`src/rtl/hex_display_driver.sv`:
```
`default_nettype none
// ============================================================================
//  Module   : hex_display_driver
//  Purpose  : 4-digit multiplexed seven-segment driver for a 16-bit hex word,
//             with tear-free updates, leading-zero blanking and blink.
//  Revision : 1.0  initial release
// ============================================================================
module hex_display_driver #(
   parameter int PRESCALE       = 4,
   parameter int BLINK_FRAMES   = 8,
   parameter bit SEG_ACTIVE_LOW = 1'b1
) (
   input  logic        Clock,
   input  logic        reset,
   input  logic        load,
   input  logic [15:0] data,
   input  logic        blank_lz,
   input  logic        blink_en,
   output logic [3:0]  Anode,
   output logic [6:0]  Seg,
   output logic        DP,
   output logic        ack
);

   localparam int PW = (PRESCALE > 1) ? $clog2(PRESCALE) : 1;
   localparam int FW = $clog2(BLINK_FRAMES) + 1;
   localparam logic [PW-1:0] PRE_LAST   = PW'(PRESCALE - 1);
   localparam logic [FW-1:0] FRAME_LAST = FW'(BLINK_FRAMES - 1);
   localparam logic [6:0]    SEG_OFF    = SEG_ACTIVE_LOW ? 7'h7F : 7'h00;

   localparam logic [0:0] ST_IDLE = 1'b0;
   localparam logic [0:0] ST_RUN  = 1'b1;

   logic [0:0]    state;
   logic [15:0]   shadow;
   logic [15:0]   active;
   logic          pending;
   logic [PW-1:0] presc;
   logic [1:0]    index;
   logic          blink_on;
   logic [FW-1:0] frame_cnt;

   logic          boundary;
   logic          transfer;
   logic [3:0]    nibble;
   logic          lead_zero;
   logic [6:0]    glyph;
   logic [3:0]    anode_nxt;
   logic [6:0]    seg_nxt;

   assign DP = SEG_ACTIVE_LOW;

   assign boundary = (state == ST_RUN) && (presc == PRE_LAST) && (index == 2'd0);
   // The first word after Idle is shown at once; later words wait for a frame edge.
   assign transfer = pending && ((state == ST_IDLE) || boundary);

   assign nibble    = active[{index, 2'b00} +: 4];
   assign lead_zero = blank_lz && (index != 2'd0) && ((active >> {index, 2'b00}) == 16'h0000);

   always_comb begin
      glyph = 7'h00;
      case (nibble)
         4'h0: glyph = 7'h3F;
         4'h1: glyph = 7'h06;
         4'h2: glyph = 7'h5B;
         4'h3: glyph = 7'h4F;
         4'h4: glyph = 7'h66;
         4'h5: glyph = 7'h6D;
         4'h6: glyph = 7'h7D;
         4'h7: glyph = 7'h07;
         4'h8: glyph = 7'h7F;
         4'h9: glyph = 7'h6F;
         4'hA: glyph = 7'h77;
         4'hB: glyph = 7'h7C;
         4'hC: glyph = 7'h39;
         4'hD: glyph = 7'h5E;
         4'hE: glyph = 7'h79;
         default: glyph = 7'h71;
      endcase
   end

   always_comb begin
      anode_nxt = 4'hF;
      seg_nxt   = SEG_OFF;
      if (state == ST_RUN) begin
         if (!(blink_en && !blink_on)) begin
            anode_nxt = ~(4'b0001 << index);
         end
         if (!lead_zero) begin
            seg_nxt = SEG_ACTIVE_LOW ? ~glyph : glyph;
         end
      end
   end

   always_ff @(posedge Clock or posedge reset) begin
      if (reset) begin
         state     <= ST_IDLE;
         shadow    <= 16'h0000;
         active    <= 16'h0000;
         pending   <= 1'b0;
         presc     <= '0;
         index     <= 2'd3;
         blink_on  <= 1'b1;
         frame_cnt <= '0;
         Anode     <= 4'hF;
         Seg       <= SEG_OFF;
         ack       <= 1'b0;
      end else begin
         Anode <= anode_nxt;
         Seg   <= seg_nxt;
         ack   <= transfer;

         if (transfer) begin
            active <= shadow;
         end
         // A load on the transfer cycle stays pending for the next boundary.
         if (load) begin
            shadow  <= data;
            pending <= 1'b1;
         end else if (transfer) begin
            pending <= 1'b0;
         end

         if (state == ST_IDLE) begin
            if (pending) begin
               state <= ST_RUN;
            end
         end else begin
            if (presc == PRE_LAST) begin
               presc <= '0;
               index <= index - 2'd1;
            end else begin
               presc <= presc + 1'b1;
            end
            if (boundary) begin
               if (frame_cnt == FRAME_LAST) begin
                  frame_cnt <= '0;
                  blink_on  <= ~blink_on;
               end else begin
                  frame_cnt <= frame_cnt + 1'b1;
               end
            end
         end
      end
   end

endmodule
`default_nettype wire
```
`config.mk`:
```
export PLATFORM = sky130hd
export DESIGN_NAME = hex_display_driver
export DESIGN_NICKNAME = d
export VERILOG_FILES = /design/src/rtl/hex_display_driver.sv
export SDC_FILE = /design/constraint.sdc
export NUM_CORES = 1
export LEC_CHECK = 0
export BUFFER_PORTS_ARGS = -buffer_cell sky130_fd_sc_hd__buf_2
export CORE_MARGIN = 5
export CORE_UTILIZATION = 53
export CTS_BUF_LIST = sky130_fd_sc_hd__clkbuf_4 sky130_fd_sc_hd__clkbuf_8
export CTS_CLUSTER_DIAMETER = 40
export DETAILED_ROUTE_END_ITERATION = 8
export PLACE_DENSITY_LB_ADDON = 0.3
export SYNTH_ARGS = -nofsm -noshare
export SYNTH_HDL_FRONTEND = slang
export SYNTH_SLANG_ARGS = --single-unit
```
`constraint.sdc`:
```
create_clock -name Clock -period 2.2 [get_ports Clock]
set_input_delay 0.33 -clock Clock [delete_from_list [all_inputs] [get_ports Clock]]
set_output_delay 0.33 -clock Clock [all_outputs]
set_load 0.01 [all_outputs]
```
==> After elaboration in Yosys (flattened, before gate mapping) <==
Memory sizes are Yosys's and may differ from the RTL's.
Index checks and enable logic that the tools add are counted.
{ "word_totals": {"register_bits": 55, "romBits": 112, "in_bits": 21, "output_inout_bits": 13, "n_memories": 1} }
{ "op_classes": {"n_addsub": 3, "eq_ne": 2, "shifts": 3, "n_mux": 10, "bitwise": 4, "n_reduce_logical": 15} }
{ "memory_table": {"columns": ["memory", "words", "word_bits", "read_ports", "rd_clocked_by_memory_dff", "write_ports", "line_no", "source"], "rows": [
  ["(name not given)", 16, 7, 1, 0, 0, "62", "case (nibble)"]
]} }
{ "op_table": {"columns": ["operator", "count"], "rows": [
  ["$logic_not 16->1", 1],
  ["$shiftx 16x5->4", 1],
  ["$shr 16x4->16", 1],
  ["$mux 7", 2],
  ["$mux 4", 3],
  ["$not 7->7", 1],
  ["$logic_and 1x1->1", 6],
  ["$add 4x1->4 const B", 1],
  ["$eq 4x3->1 const B", 1],
  ["$mux 1", 4],
  ["$not 4->4", 1],
  ["$reduce_and 2->1", 2],
  ["$reduce_bool 2->1", 2],
  ["$shl 1x2->4 const A", 1],
  ["$reduce_and 3->1", 1],
  ["$add 2x1->2 const B", 1],
  ["$eq 2x2->1 const B", 1],
  ["$logic_not 2->1", 1],
  ["$mux 2", 1],
  ["$not 1->1", 2],
  ["$sub 2x1->2 const B", 1],
  ["$logic_not 1->1", 1],
  ["$logic_or 1x1->1", 1]
]} }

==> Depth between registers and ports, before layout <==
Gate-level depths: netlist (run 1).
{ "logic_depth": {"depth_word": 7, "mapped_depth": 8, "ltp_nobuf": 6} }

==> Worst setup path before layout (run 1) <==
OpenSTA, ideal clock, no wires.
{ "synth_path": {"path_kind": "register to register", "start": "register index[0]", "end": "register Seg[0]", "setup_ns": 0.084, "t_arrival_ns": 2.011, "required_time_ns": 2.116, "setup_slack_ns": 0.104, "stages_incl_launch_ff": 8, "path_buffers": 1, "period_less_slack_ns": 2.096, "cell_sequence": "dfstp_2 -> buf_6 -> mux4_2 -> inv_1 -> ha_1 -> o2111ai_1 -> a22o_1 -> o2111ai_1"} }
{ "synth_via": {"elab_chain_cells": 5} }
{ "synth_rtl": {"columns": ["element", "line_no", "source"], "rows": [
  ["start: declaration", "39", "logic [1:0] index;"],
  ["start signal: assignment", "131", "index <= index - 2'd1;"],
  ["$shiftx 16x5->4 (tied with other cells)", "57", "assign nibble = active[{index, 2'b00} +: 4];"],
  ["$mem_v2 16x7 (tied with other cells)", null, null],
  ["$not 7->7 or $logic_and 1x1->1 (tied branches)", "90, 58", null],
  ["$mux 7 (*)", "89", "if (!lead_zero) begin"],
  ["$mux 7 (*)", "85", "if (state == ST_RUN) begin"],
  ["net seg_nxt[0]", "49", "logic [6:0] seg_nxt;"],
  ["end signal: assignment", "110", "Seg <= seg_nxt;"],
  ["end: declaration", "20", "output logic [6:0] Seg,"]
]} }
The timed path passes the listed nets; every way through them passes the cells marked *.
A chain may end at the register's enable or synchronous reset.

==> Worst setup path after layout (run 1) <==
Same ends and word-level chain as after synthesis.

==> impl_metrics.json, run 1 <==
{
  "status": "finished, final reports clean",
  "clock_sinks": 55,
  "critical_path.endpoint_type": "register",
  "synth_cell_types": 40,
  "vias_per_cell": 5.36,
  "layout.core_utilization_pct": 60.7,
  "groute.layer.met1.usage_pct": 20.4,
  "drt-pass1-iter-count": 4,
  "route.detailed.wl_per_inst_um": 14.6,
  "report.power.total_mw": 4.12,
  "syn-num-nets": 221,
  "worstPathMaxFanout": 7,
  "drc_errors_left": 0,
  "worst_endpoint_data_arrival_time_ns": 2.30,
  "power_per_cell_area_nw_per_um2": 1460,
  "async_reset_ff_share_pct": 100,
  "finalClockSkew_ns": 0.00387,
  "seq_area_frac_synth_pct": 55.8,
  "max-vdd-ir-drop_v": 0.000582,
  "final_stage_net_count": 259,
  "cts.clk_slew.worst_paths_ns": 0.09,
  "synth_enable_flop_cells": 0,
  "grt_start_max_net_pins": 56,
  "worst-slew-pin-transition_ns": 0.662,
  "critPathLaunchType": "register",
  "fin_area_um2": 2830,
  "slew_violations": 0,
  "root_buffer": "sky130_fd_sc_hd__clkbuf_8",
  "rows": 25,
  "final_hold_viol_count": 0,
  "globalRouteOverflowTotal": 0,
  "die_width_um": 78.6,
  "detail-route-antenna-nets": 0,
  "maxCapViolCount": 0,
  "crit_type": "reg -> reg",
  "synth_top_area_share_pct": 41.1,
  "clock_tree_from_tritoncts": "built",
  "groute.layer.met3.usage_pct": 3.78,
  "postSynth.topFlopCell": "sky130_fd_sc_hd__dfrtp_1",
  "post_synth_main_area_contributors": "sky130_fd_sc_hd__dfrtp_1 (41%), sky130_fd_sc_hd__mux2_2 (15%), sky130_fd_sc_hd__dfstp_2 (15%)",
  "clk_path_buf_depth": 2,
  "synth.yosys.warnings": 0,
  "final_critical_path_setup_slack_ns": 0.129,
  "worst_skew_pair.late_latency_ns": 0.30,
  "grtUsageMet2_pct": 25.0,
  "min_period_ns": 2.07,
  "core_um2": 4660,
  "synth_area_um2": 2500,
  "rsz0062_at_grt": "false",
  "die_height_um": 78.6,
  "fp.dieArea_um2": 6190,
  "yosys.area.top_type": "sky130_fd_sc_hd__dfrtp_1",
  "cts_made_buffers": 5,
  "antenna_cells": 0,
  "track_usage_pct": 15.3,
  "yosys_register_bits": 55,
  "syn_inst": 188,
  "clock_tree.htree_level_count": 2,
  "synthesis.area_per_instance_um2": 13.3,
  "worst_ep_required_time_ns": 2.42,
  "fin_tns_setup_ns": 0,
  "floorplan.initialDensity_pct": 53.6,
  "grt_pass1_vias": 1602,
  "hold_class": "in -> async",
  "dp_hpwl_um": 3020,
  "area_growth_syn_to_layout_pct": 13.3,
  "layout-drive-gt1-share_pct": 45.4,
  "period_share_pct": 94.2,
  "port-buffer-count": 32,
  "io_pins": 34,
  "postRouteWirelength_um": 4100,
  "yosys.cell_count.top_type": "sky130_fd_sc_hd__dfrtp_1",
  "detail_route.iter0.violations": 99,
  "placement.cell_area_um2": 2730,
  "detailedPlace.worstSlack_ns": 0.0898,
  "timing.fmax_mhz": 483,
  "leakagePower_nw": 1.30,
  "grt.busiest_layer": "met2",
  "grt_antenna_before_repair": 0,
  "setup_viol": 0,
  "dr_total_vias": 1505,
  "max_slew_margin_pct": 55.9,
  "post_synth_most_frequent_cells": "sky130_fd_sc_hd__dfrtp_1 (41), sky130_fd_sc_hd__mux2_2 (33), sky130_fd_sc_hd__nand2_1 (19)",
  "gp_congestion": 0.787,
  "grt_pass1_wl_um": 7510
}
[per-stage QoR]
step	cells	hold slack, ns
5_1_grt	281	0.239
3_3_place_gp	272	0.472
2_1_floorplan	188	0.457
6_report	281	0.202
4_1_cts	280	0.222
3_5_place_dp	272	0.478
[critical path, cell delays in order, from the launching register on]
cell and delay, ns:
sky130_fd_sc_hd__dfstp_2 0.61, sky130_fd_sc_hd__mux4_2 0.53, sky130_fd_sc_hd__inv_1 0.12, sky130_fd_sc_hd__ha_1 0.19
sky130_fd_sc_hd__o2111ai_1 0.11, sky130_fd_sc_hd__a22o_2 0.32, sky130_fd_sc_hd__o2111ai_1 0.11
[cells by family (layout without fill, tap and decap cells)]
family                     Yosys count  in the layout  share of synthesized area (%)
muxes                               39             39                           19.4
DFF                                 55             55                           55.8
adders and majority gates           12             12                           6.01
and+or+nand+nor                     43             43                           8.67
AOI/OAI and AO/OA                   20             20                           5.76
xor gates and xnor gates             3              3                           1.05
buffers and inverters               15             54                           3.11
other                                1              1                          0.150
[layout by cell type, fill, tap and decap left out, drive strengths merged]
master and n:
nand3b 2, o21ai 4, a21boi 1, dfstp 14, or2 1, nor4 3
dfrtp 41, buf 39, or4 1, a22o 1, clkinv 1, o41ai 1
o21a 2, a21oi 2, conb 1, clkbuf 7, o221ai 1, and3 2
a31o 1, mux4 4, a211o 1, mux2i 2, a21o 1, xnor2 3
mux2 33, o2111ai 2, nand3 5, nand2b 2, o211ai 3, nor3 1
and2b 1, nand2 19, nor2b 3, nor2 3, ha 12, inv 7
[sequential cells by signal, summed over array words and instances, names as in the netlist]
| signal | cells |
|---|---|
| index | 2 |
| active | 16 |
| Anode | 4 |
| frame_cnt | 4 |
| blink_on | 1 |
| shadow | 16 |
| pending | 1 |
| ack | 1 |
| Seg | 7 |
| presc | 2 |
| state | 1 |
[cell type report]
type	count	area, µm²
timing repair buffer	39	225
multi-input combinational	118	1030
inverter	7	26.3
tap	54	67.6
clock buffer	7	83.8
sequential	55	1390
fill	380	1830
clock inverter	1	5.00
[per-layer routing]
metal	up-vias	share of wire, %
li1	742	-
met1	727	47
met2	31	48
met3	5	4.5
met4	0	1.1
met5	-	0
[report_power, final]
part,switching (mW),internal (mW)
Sequential,0.249,1.45
Combinational,0.910,0.960
Clock,0.304,0.249
Total,1.46,2.66
[final timing paths]
path / startpoint / endpoint / cells past startpoint / slack (ns)
max: index[0]$_DFFE_PP1N_ / Seg[0]$_DFF_PP1_ / 6 / 0.13
min: reset / ack$_DFF_PP0_ / 3 / 0.20
max reg2reg: index[0]$_DFFE_PP1N_ / Seg[0]$_DFF_PP1_ / 6 / 0.13
min reg2reg: presc[0]$_DFFE_PP0P_ / presc[0]$_DFFE_PP0P_ / 1 / 0.49
max in group asynchronous: reset / active[0]$_DFFE_PP0P_ / 3 / 1.56
min in group Clock: data[3] / shadow[3]$_DFFE_PP0P_ / 2 / 0.25
[repair_timing]
action,CTS,global route
endpoints found under the setup margin,0,6
hold buffers,0,0
buffers inserted,0,1
resized for setup,0,2
Power figures use the tool's default switching activity.
==> run 2: changes to the inputs <==
Settings changed: CAP_MARGIN set to 20, CORE_ASPECT_RATIO set to 0.7, SLEW_MARGIN set to 20.
==> run 2 against run 1 <==
  * Register-to-register slack got worse by 0.02 ns
  * Via count increased by 0.13%
  * Count of clock-buffer cells in the layout decreased by 1
  * Clock skew increased by 0.0013 ns
  * Design area increased by 1.5%
  * Combinational power about the same
  * Critical path depth unchanged
  * Utilization increased by 3.8 points
  * Critical path type unchanged
==> impl_metrics.json, run 2 (synthesis results as in run 1) <==
{
  "slew_violations": 0,
  "max-vdd-ir-drop_v": 0.000589,
  "layout.core_utilization_pct": 64.5,
  "critical_path.endpoint_type": "register",
  "drt-pass1-iter-count": 4,
  "antenna_cells": 0,
  "worstPathMaxFanout": 7,
  "clock_sinks": 55,
  "fp.dieArea_um2": 6210,
  "final_hold_viol_count": 0,
  "placement.cell_area_um2": 2750,
  "fin_tns_setup_ns": 0,
  "grt_antenna_before_repair": 0,
  "grt_start_max_net_pins": 56,
  "layout.area.seq_um2": 1390,
  "biggestRegsByFlops": "active x16, shadow x16, Seg x7",
  "core_um2": 4450,
  "setup_viol": 0,
  "detail_route.iter0.violations": 73,
  "area_growth_syn_to_layout_pct": 15.0,
  "period_share_pct": 95.1,
  "gp_congestion": 0.835,
  "die_height_um": 67.4,
  "dr_total_vias": 1507,
  "clk_path_buf_depth": 2,
  "multi_input_area_um2": 1030,
  "rows": 20,
  "sequentialPowerShare_pct": 39.9,
  "clock_tree.htree_level_count": 2,
  "post-place-cells": 273,
  "crit_type": "reg -> reg",
  "grt_pass1_wl_um": 7490,
  "hold_class": "in -> async",
  "worst_ep_required_time_ns": 2.42,
  "fill_cells": 348,
  "power.internal_mw": 2.78,
  "rsz0062_at_grt": "false",
  "floorplan.initialDensity_pct": 56.1,
  "p_sw_mw": 1.48,
  "postRouteWirelength_um": 4190,
  "track_usage_pct": 15.5,
  "dp_hpwl_um": 3070,
  "cts.clk_slew.worst_paths_ns": 0.09,
  "postCtsHoldBufs": 0,
  "critPathLaunchType": "register",
  "io_pins": 34,
  "globalRouteOverflowTotal": 0,
  "route.met3.wl_um": 201,
  "grt_pass1_vias": 1558,
  "maxCapViolCount": 0,
  "cts_made_buffers": 5,
  "final-instance-count-excl-fill": 282,
  "final_stage_net_count": 259,
  "commonest_non_fill_non_tap_cells_in_the_layout": "sky130_fd_sc_hd__dfrtp_1 (41), sky130_fd_sc_hd__mux2_2 (33), sky130_fd_sc_hd__buf_2 (32), sky130_fd_sc_hd__nand2_1 (19), sky130_fd_sc_hd__dfstp_2 (14)",
  "drc_errors_left": 0,
  "layout-drive-gt1-share_pct": 45.4,
  "power_per_cell_area_nw_per_um2": 1480,
  "share_of_total_power_consumed_by_net_switching_pct": 34.7,
  "wl_met2_um": 1740,
  "root_buffer": "sky130_fd_sc_hd__clkbuf_8",
  "p_comb_share_pct": 44.2,
  "layout.cells.most_common": "sky130_fd_sc_hd__dfrtp_1",
  "finalClockSkew_ns": 0.00513,
  "clockPowerShare_pct": 15.9,
  "worst_endpoint_data_arrival_time_ns": 2.31,
  "clock_tree_from_tritoncts": "built",
  "detail_route.wirelength.met1_um": 2190,
  "status": "finished, final reports clean",
  "fin_area_um2": 2870,
  "die_width_um": 92.0,
  "port-buffer-count": 32,
  "vias_per_cell": 5.34,
  "leakagePower_nw": 1.32,
  "reg2reg_depth": 6,
  "detail-route-antenna-nets": 0,
  "top_layer_used_by_detailed_routing": "met4",
  "min_period_ns": 2.09,
  "report.power.total_mw": 4.26,
  "worst_skew_pair.late_latency_ns": 0.30,
  "route.detailed.wl_per_inst_um": 14.9,
  "timing.fmax_mhz": 478
}
## run 2: cell type report
type	instances	area share, %
Tap cell	55	2.40
Clock buffer	6	2.88
Multi-Input combinational cell	118	35.8
Timing Repair Buffer	39	8.28
Clock inverter	2	1.22
Sequential cell	55	48.5
Inverter	7	0.915
## run 2: critical path, stage by stage (launching register included)
cell                        delay [ns]
sky130_fd_sc_hd__dfstp_2          0.63
sky130_fd_sc_hd__mux4_2           0.54
sky130_fd_sc_hd__inv_1            0.12
sky130_fd_sc_hd__ha_1             0.19
sky130_fd_sc_hd__o2111ai_1        0.11
sky130_fd_sc_hd__a22o_2           0.31
sky130_fd_sc_hd__o2111ai_1        0.11
## run 2: path summary, 6_finish.rpt
path	startpoint	to	slack, ns
min in group Clock	data[9]	shadow[9]$_DFFE_PP0P_	0.25
hold reg to reg	presc[0]$_DFFE_PP0P_	presc[0]$_DFFE_PP0P_	0.50
setup reg to reg	index[0]$_DFFE_PP1N_	Seg[0]$_DFF_PP1_	0.11
setup / recovery	index[0]$_DFFE_PP1N_	Seg[0]$_DFF_PP1_	0.11
hold / removal	reset	presc[0]$_DFFE_PP0P_	0.06
max in group asynchronous	reset	index[0]$_DFFE_PP1N_	1.85
## run 2: repair_timing
action / CTS / global route
setup buffers: 0 / 1
hold endpoints to repair: 0 / 0
resized for setup: 0 / 2
endpoints found under the setup margin: 0 / 5
## run 2: routing by layer
layer  vias up  track usage, %
li1        737               -
met4         0            5.00
met5         -               0
met1       728            22.6
met3         7            3.90
met2        35            22.8
## run 2: power by group through the flow
stage          registers, mW  clock network [mW]  logic, mW
2_1_floorplan           1.68                   0       1.43
3_3_place_gp            1.71                   0       1.82
3_5_place_dp            1.72                   0       1.87
4_1_cts                 1.71               0.699       1.87
5_1_grt                 1.75               0.745       2.11
6_report                1.70               0.679       1.88
## run 2: metrics by stage
step                hold WS, ns  setup WS [ns]
floorplan                 0.457          0.104
global placement          0.398          0.134
detailed placement        0.403         0.0584
CTS                      0.0693         0.0274
global route             0.0802       0.000111
finish                   0.0613          0.108
